===== src/rtl/audio_pkg.sv =====
// Shared constants, sample type and channel-mix helper for the I2S transmitter.
package audio_pkg;

    localparam int FRAME_BITS = 64;
    localparam int HALF_BITS  = 32;
    localparam int SAMPLE_W   = 16;

    typedef logic signed [SAMPLE_W-1:0] sample_t;

    // Average of two sign-extended samples, rounded toward minus infinity.
    // Operands are pre-extended to 32 bits, so any sample width up to 31
    // fits and the 33-bit sum cannot overflow.
    function automatic logic signed [31:0] mix_avg(input logic signed [31:0] a,
                                                   input logic signed [31:0] b);
        logic signed [32:0] sum;
        sum = {a[31], a} + {b[31], b};
        return sum[32:1];
    endfunction

endpackage


===== src/rtl/audio_clk_div.sv =====
// Divide-by-2*DIV clock generator with a one-clk pulse marking its falling toggle.
module audio_clk_div #(
    parameter int DIV = 4
) (
    input  logic clk,
    input  logic rst_n,
    output logic clk_out,
    output logic fall
);

    localparam int CW = (DIV > 1) ? $clog2(DIV) : 1;

    logic [CW-1:0] cnt;
    logic          tc;

    assign tc   = (cnt == CW'(DIV - 1));
    // High during the clk cycle whose closing edge takes clk_out from 1 to 0.
    assign fall = tc && clk_out;

    // Half-period counter; clk_out flips on every terminal count.
    always_ff @(posedge clk or negedge rst_n) begin
        if (!rst_n) begin
            cnt     <= '0;
            clk_out <= 1'b0;
        end else if (tc) begin
            cnt     <= '0;
            clk_out <= ~clk_out;
        end else begin
            cnt     <= cnt + 1'b1;
        end
    end

endmodule


===== src/rtl/audio_i2s_tx.sv =====
// I2S master transmitter: generates XCK/BCLK/LRCK and shifts out 16-bit
// left/right samples (swap, mix and mute applied at capture time).
module audio_i2s_tx
    import audio_pkg::*;
#(
    parameter int XCK_DIV     = 1,
    parameter int BCLK_DIV    = 4,
    parameter int SAMPLE_BITS = 16
) (
    input  logic                   clk,
    input  logic                   rst_n,
    input  logic [SAMPLE_BITS-1:0] ldata,
    input  logic [SAMPLE_BITS-1:0] rdata,
    input  logic                   exchan,
    input  logic                   mix,
    input  logic                   mute,
    output logic                   sample_strobe,
    output logic                   aud_xck,
    output logic                   aud_bclk,
    output logic                   aud_daclrck,
    output logic                   aud_dacdat
);

    localparam int BW = $clog2(FRAME_BITS);
    localparam int HW = $clog2(HALF_BITS);

    logic                   xck_fall;
    logic                   bclk_fall;
    logic [BW-1:0]          bitcnt;
    logic [BW-1:0]          bitcnt_nxt;
    logic [HW-1:0]          h_nxt;
    logic                   capture;
    logic [SAMPLE_BITS-1:0] sh_l;
    logic [SAMPLE_BITS-1:0] sh_r;
    logic [SAMPLE_BITS-1:0] swap_l;
    logic [SAMPLE_BITS-1:0] swap_r;
    logic [SAMPLE_BITS-1:0] proc_l;
    logic [SAMPLE_BITS-1:0] proc_r;
    logic [31:0]            ext_l;
    logic [31:0]            ext_r;
    logic [31:0]            avg;

    // Codec master clock; free-running and unrelated to the serial framing.
    audio_clk_div #(.DIV(XCK_DIV)) u_xck_div (
        .clk     (clk),
        .rst_n   (rst_n),
        .clk_out (aud_xck),
        .fall    (xck_fall)
    );

    // Bit clock; its falling toggle is the only moment serial state advances.
    audio_clk_div #(.DIV(BCLK_DIV)) u_bclk_div (
        .clk     (clk),
        .rst_n   (rst_n),
        .clk_out (aud_bclk),
        .fall    (bclk_fall)
    );

    assign bitcnt_nxt = bitcnt + 1'b1;
    assign h_nxt      = bitcnt_nxt[HW-1:0];
    assign capture    = bclk_fall && (bitcnt == BW'(FRAME_BITS - 1));

    // Sample conditioning: swap, then optional average, then mute on top.
    always_comb begin
        swap_l = exchan ? rdata : ldata;
        swap_r = exchan ? ldata : rdata;
        ext_l  = {{(32 - SAMPLE_BITS){swap_l[SAMPLE_BITS-1]}}, swap_l};
        ext_r  = {{(32 - SAMPLE_BITS){swap_r[SAMPLE_BITS-1]}}, swap_r};
        avg    = mix_avg(ext_l, ext_r);
        proc_l = swap_l;
        proc_r = swap_r;
        if (mix) begin
            proc_l = avg[SAMPLE_BITS-1:0];
            proc_r = avg[SAMPLE_BITS-1:0];
        end
        if (mute) begin
            proc_l = '0;
            proc_r = '0;
        end
    end

    // Frame sequencing and shifting. The bit counter starts at the last slot
    // so the very first BCLK fall after reset wraps it and captures a sample,
    // which guarantees a whole frame is sent from the first slot onward.
    always_ff @(posedge clk or negedge rst_n) begin
        if (!rst_n) begin
            bitcnt        <= '1;
            aud_daclrck   <= 1'b0;
            aud_dacdat    <= 1'b0;
            sample_strobe <= 1'b0;
            sh_l          <= '0;
            sh_r          <= '0;
        end else begin
            sample_strobe <= capture;
            if (bclk_fall) begin
                bitcnt      <= bitcnt_nxt;
                aud_daclrck <= bitcnt_nxt[BW-1];
                if (capture) begin
                    // Slot 0 of the left half: the one-BCLK I2S delay bit.
                    sh_l       <= proc_l;
                    sh_r       <= proc_r;
                    aud_dacdat <= 1'b0;
                end else if ((h_nxt != '0) && (int'(h_nxt) <= SAMPLE_BITS)) begin
                    if (bitcnt_nxt[BW-1]) begin
                        aud_dacdat <= sh_r[SAMPLE_BITS-1];
                        sh_r       <= sh_r << 1;
                    end else begin
                        aud_dacdat <= sh_l[SAMPLE_BITS-1];
                        sh_l       <= sh_l << 1;
                    end
                end else begin
                    aud_dacdat <= 1'b0;
                end
            end
        end
    end

endmodule


===== config.mk =====
export PLATFORM = sky130hd
export DESIGN_NAME = audio_i2s_tx
export DESIGN_NICKNAME = d
export VERILOG_FILES = /design/src/rtl/audio_pkg.sv /design/src/rtl/audio_clk_div.sv /design/src/rtl/audio_i2s_tx.sv
export SDC_FILE = /design/constraint.sdc
export NUM_CORES = 1
export LEC_CHECK = 0
export CAP_MARGIN = 20
export CORE_MARGIN = 5
export CORE_UTILIZATION = 40
export CTS_BUF_LIST = sky130_fd_sc_hd__clkbuf_8 sky130_fd_sc_hd__clkbuf_16
export CTS_CLUSTER_SIZE = 28
export DETAILED_ROUTE_END_ITERATION = 16
export PLACE_DENSITY = 0.7
export SLEW_MARGIN = 10
export SYNTH_ARGS = -nofsm -noshare
export SYNTH_HDL_FRONTEND = slang
export SYNTH_HIERARCHICAL = 1
export SYNTH_SLANG_ARGS = --single-unit

===== constraint.sdc =====
create_clock -name clk -period 2.35 [get_ports clk]
set_input_delay 0.3525 -clock clk [delete_from_list [all_inputs] [get_ports clk]]
set_output_delay 0.3525 -clock clk [all_outputs]
set_load 0.02 [all_outputs]

==> metrics.yaml, run 1 <==
topRoutingLayerUsed: "met4"
p_leak_uw: 0.002245
start_kind: "input pin"
finalHoldViolations: 0
synth_cells: 422
post_drt_wl_per_cell_um: 16.34
seq_area_mm2: 0.001134
cts_hold_buf: 0
diodes: 0
cp_max_fo: 7
yosys_warnings: 6
arrival_ps: 2550
power_uw: 2162
hpwl_um: 8098
port_buffers: 41
worstMarginPinSlew_ps: 569.0
rows: 35
seqPwrFrac: 0.360
cts_tree: "yes"
hold_path.class: "in -> async"
power_density_mw_per_mm2: 418.3
nets: 590
coreArea_mm2: 0.009065
design_area_mm2: 0.005170
placed_cell_area_mm2: 0.004846
final_antenna_net_count: 0
multi_input_area_mm2: 0.002691
routed-wl-met2_um: 5040
clockPowerShare: 0.249
slowest_delay_ps: 400
clock_path_buffers: 2
cts-root-buf: "clkbuf_8"
cpMostUsedCell: "o21a_1"
grt_antenna_before_repair: 0
p_comb_frac: 0.391
routed_wl_um: 10570
drive_gt1_frac: 0.3265
die_area_mm2: 0.01117
status: "finished, final reports clean"
drc: 0
synth.avg_cell_area_um2: 8.681
area_growth_pct: 41.12
initial_core_util: 0.4041
syn_nets: 477
drv_cap: 0
nFillCells: 777
dr.pass1.iters: 5
critical_path_class: "in -> reg"
drtIter0Drc: 186
cts_sinks: 45
fin_crit_sh: 0.9830
slowest_stage: "fa_2"
hold_slack_ps: 131.4
grt_max_degree: 46
die_h_um: 105.7
die_w_um: 105.7
wl_met3_um: 524
required_ps: 2590
vias: 3690
crit_chain: "buf_12, buf_6, mux2_4, fa_2, a211oi_2, o21a_1, a21o_1, buf_4, o211ai_1, o21ai_1, o21a_1"
io_pins: 42
power.internal_uw: 1487
clock.fmax_mhz: 432.9
post_drt_via_cell_ratio: 5.703
crit_path_end_kind: "flop"
switchingPower_uw: 675.4
clock_latency_ps: 300
period_minus_slack_ps: 2310
rsz0062_at_grt: "true"
cts_buffers: 5
htree_levels: 2
synth_area_mm2: 0.003664
slew_headroom: 0.6207
finClkSkew_ps: 9.340
grt_pass1_vias: 3539
grt_first_pass_wirelength_um: 16980
clkTransAtPathRegs_ps: 90
grt_usage: 0.1841
swShare: 0.3123
grt_overflow_total: 0
finalSetupViolCount: 0
ff2ff_path_depth: 8
slew_viol_final: 0
m1WireLength_um: 4831
gp_routability_congestion: 0.9107
ir_drop_mv: 0.2545
==> area by class of cell <==
type                    instances  share of cell area
flip-flops and latches         45              0.2193
repair buffers                127              0.2079
multi-input cells             348              0.5206
well taps                     111             0.02686
clock inverters                 1           0.0009681
clock buffers                   7             0.01864
inverters                       8            0.005808
==> power by group through the flow <==
stage | Clock [uW] | Sequential, uW | Combinational, uW
finish | 539 | 778 | 845
global route | 572 | 779 | 910
CTS | 551 | 779 | 802
detailed placement | 0 | 794 | 777
global placement | 0 | 793 | 763
floorplan | 0 | 793 | 448
==> metal layers <==
metal  GRT usage  vias up
met5           0        -
met3     0.02266       17
met4     0.04995        0
met1      0.2597     1754
li1            -     1800
met2      0.2974      119
==> critical path, delay by kind of cell <==
| family | cells | cell delay (ps) |
|---|---|---|
| AOI/OAI and AO/OA | 6 | 1100 |
| buffers and inverters | 3 | 370 |
| muxes | 1 | 320 |
| adders and majority gates | 1 | 400 |
==> timing repair <==
item                                    4_1_cts  5_1_grt
endpoints found under the setup margin       13       23
buffers inserted                              6        4
gates resized for setup                      29       28
pin swaps                                    20       19
endpoints found under the hold margin         0        0
==> state kept, by name, summed over array words and instances, names as in the netlist <==
register            flops
aud_daclrck             1
u_xck_div/clk_out       1
u_bclk_div/cnt          2
bitcnt                  6
u_bclk_div/clk_out      1
sh_r                   16
sh_l                   16
sample_strobe           1
aud_dacdat              1
==> worst paths after layout <==
path                                        start                 end  slack [ps]
worst max register to register          bitcnt[0]             sh_r[4]         150
worst min-delay path                        rst_n  u_bclk_div/clk_out         130
min in group clk                u_xck_div/clk_out   u_xck_div/clk_out         420
max in group asynchronous                   rst_n             sh_r[0]        1830
worst max-delay path                       exchan            sh_l[15]          40
worst min register to register  u_xck_div/clk_out   u_xck_div/clk_out         420
==> cells in the final DEF (no fill, tap or decap), types with 9 or more instances in the layout <==
cell type        instances
nand3_1                 13
o211ai_1                 9
ha_4                    10
clkdlybuf4s50_1         19
a21oi_1                 25
nand2_1                 37
mux2_2                   9
dfrtp_1                 39
mux2_4                  20
dlygate4sd2_1           16
buf_4                   82
o22ai_1                  9
nor2_1                  43
o21ai_0                 34
mux2i_1                 11
==> through the flow <==
stage	cells	setup WS, ps	utilization	setup TNS [ps]
floorplan	422	-126.4	-	-482.1
global placement	630	-374.9	0.5346	-6373
detailed placement	630	-409.5	0.5346	-7137
CTS	644	5.164	0.5550	0
global route	647	-31.15	0.5703	-73.93
finish	647	39.91	0.5703	0
Note: power is estimated with default switching activity, not from simulation.
==> run 2, diff against run 1 <==
--- a/config.mk
+++ b/config.mk
@@ -8,7 +8,7 @@
 export CAP_MARGIN = 20
 export CORE_MARGIN = 5
 export CORE_UTILIZATION = 40
-export CTS_BUF_LIST = sky130_fd_sc_hd__clkbuf_8 sky130_fd_sc_hd__clkbuf_16
+export CTS_BUF_LIST = sky130_fd_sc_hd__clkbuf_2
 export CTS_CLUSTER_SIZE = 28
 export DETAILED_ROUTE_END_ITERATION = 16
 export PLACE_DENSITY = 0.7
==> constraint.sdc (replaced) <==
create_clock -name clk -period 2.8 [get_ports clk]
set_input_delay 0.42 -clock clk [delete_from_list [all_inputs] [get_ports clk]]
set_output_delay 0.42 -clock clk [all_outputs]
set_load 0.02 [all_outputs]
==> run 2 against run 1 <==
  * Count of clock-buffer cells in the layout is 2 lower
  * Worst hold slack better by 300 ps
  * Combinational power is 22% lower
  * Worst setup slack better by 54 ps
  * Sequential power is 16% lower
  * Global-route usage is 0.86 points higher
  * Critical endpoint is now sh_r[13]
  * Largest cell class unchanged
  * Highest routed layer unchanged
==> metrics.yaml, run 2 (synthesized netlist as in run 1, its figures left out) <==
largestRegisters: "sh_l (16), sh_r (16), bitcnt (6)"
fin_cells: 634  # -2.0%
cts-root-buf: "clkbuf_2"
grt_first_pass_wirelength_um: 17830  # +5.0%
arrival_ps: 3050  # +500 ps
grt_antenna_before_repair: 0  # unchanged
required_ps: 3140  # +550 ps
nets: 577  # -2.2%
htree_levels: 2  # unchanged
layout_common_cells: "68 x buf_4, 43 x nor2_1, 39 x nand2_1, 39 x dfrtp_1, 39 x clkdlybuf4s50_1"
die_w_um: 105.7  # unchanged
placed_cell_area_mm2: 0.004629  # -4.5%
ff2ff_path_depth: 8  # unchanged
hold_path.class: "reg -> reg"
io_pins: 42  # unchanged
area_growth_pct: 31.15
clock.fmax_mhz: 369.6
hold_depth: 1
crit_path_end_kind: "flop"
finalSetupViolCount: 0  # unchanged
power_density_mw_per_mm2: 349.5  # -16%
slowest_stage: "mux2_2"
clock_path_buffers: 2  # unchanged
drive_gt1_frac: 0.2543  # -0.07219
rows: 35  # unchanged
final_antenna_net_count: 0  # unchanged
port_buffers: 41  # unchanged
fin_crit_sh: 0.9664
critical_path_class: "in -> reg"
dp.cells: 621  # -1.4%
clock_latency_ps: 430  # +130 ps
routed_wl_um: 10700  # +1.2%
grt_max_degree: 46  # unchanged
grt_usage: 0.1927  # +0.008570
grt_overflow_total: 0  # unchanged
initial_core_util: 0.4041  # unchanged
period_minus_slack_ps: 2706
finalHoldViolations: 0  # unchanged
cts_sinks: 45  # unchanged
coreArea_mm2: 0.009065  # unchanged
status: "finished, final reports clean"
layout_commonest_cell: "buf_4"
slew_headroom: 0.6340  # +0.01331
drtIter0Drc: 285  # +53%
die_h_um: 105.7  # unchanged
post_drt_via_cell_ratio: 5.808  # +1.8%
grt_pass1_vias: 3642  # +2.9%
diodes: 0  # unchanged
rsz0062_at_grt: "false"
dr.pass1.iters: 5  # unchanged
slowest_delay_ps: 350  # -50 ps
slew_viol_final: 0  # unchanged
hpwl_um: 8191  # +1.2%
cts_buffers: 5  # unchanged
design_area_mm2: 0.004805  # -7.1%
gp_routability_congestion: 0.9208  # +1.1%
cts_tree: "yes"
final_core_util: 0.5300  # -0.04030
worstMarginPinSlew_ps: 549.0  # -19.96 ps
drc: 0  # unchanged
ir_drop_mv: 0.1633  # -36%
drv_cap: 0  # unchanged
post_drt_wl_per_cell_um: 16.88  # +3.3%
finClkSkew_ps: 37.08  # +27.74 ps
die_area_mm2: 0.01117  # unchanged
crit_chain: "clkdlybuf4s15_1, bufbuf_16, mux2_2, ha_1, o211ai_1, o21a_1, a21o_1, buf_4, o2111a_1, o41ai_2, o21ai_1"
p_leak_uw: 0.002010  # -10%
cp_max_fo: 11  # +4
nFillCells: 813  # +4.6%
clkTransAtPathRegs_ps: 240  # +150 ps
vias: 3682  # -0.22%
power_uw: 1679  # -22%
start_kind: "input pin"
-- run 2: changes by cell type in the layout (fill, tap and decap cells not counted), moves of 10 or more --
cell,change
buf_4,-14
clkdlybuf4s50_1,+20
dlygate4sd2_1,-16
ha_1,+10
mux2_2,+20
mux2_4,-20
-- run 2: path summary, 6_finish.rpt --
path,start,to,slack (ps)
setup / recovery,exchan,sh_r[13],90
hold / removal,u_xck_div/clk_out,u_xck_div/clk_out,430
setup reg to reg,u_bclk_div/cnt[0],sh_l[9],330
hold reg to reg,u_xck_div/clk_out,u_xck_div/clk_out,430
max in group asynchronous,rst_n,bitcnt[2],1750
min in group asynchronous,rst_n,sh_l[14],470
-- run 2: layout make-up --
class	count	area, um^2	area share
inverter	8	30.03	0.006250
multi-input combinational	348	2410	0.5016
timing repair buffer	114	1026	0.2135
clock buffer	5	25.02	0.005208
clock inverter	3	41.29	0.008594
tap	111	138.9	0.02891
sequential	45	1134	0.2359
-- run 2: routing by layer --
metal,GRT usage,vias up,share of wire
met4,0.05828,0,0.020
li1,-,1763,-
met1,0.2771,1771,0.47
met5,0,-,0
met3,0.02205,16,0.048
met2,0.3033,132,0.46
-- run 2: through the flow --
step / TNS (ps) / hold slack [ps] / setup slack [ps]
after floorplan: 0 / 124.4 / 34.38
after global placement: -8146 / 404.6 / -499.0
after detailed placement: -10040 / 413.7 / -558.1
after CTS: 0 / 139.0 / 46.04
after global routing: 0 / 460.4 / 29.45
final: 0 / 431.5 / 94.01
-- run 2: worst max-delay path: cells and delay by family --
kind,cells,cell delay (ps)
buf+inv,3,750
mux,1,350
fa+ha+maj,1,330
compound gates,6,1200
-- run 2: power by group --
| part | switching (uW) | internal [uW] |
|---|---|---|
| sequential | 1.25 | 654 |
| combinational | 322 | 338 |
| clock | 217 | 148 |
-- run 2: timing repair --
item                                    CTS  global route
gates cloned                              1             0
endpoints found under the hold margin     0            19
hold buffers                              0             1
gates resized for setup                   5             3
buffers inserted                          2             0
pin swaps                                 4             0
endpoints found under the setup margin    6             3
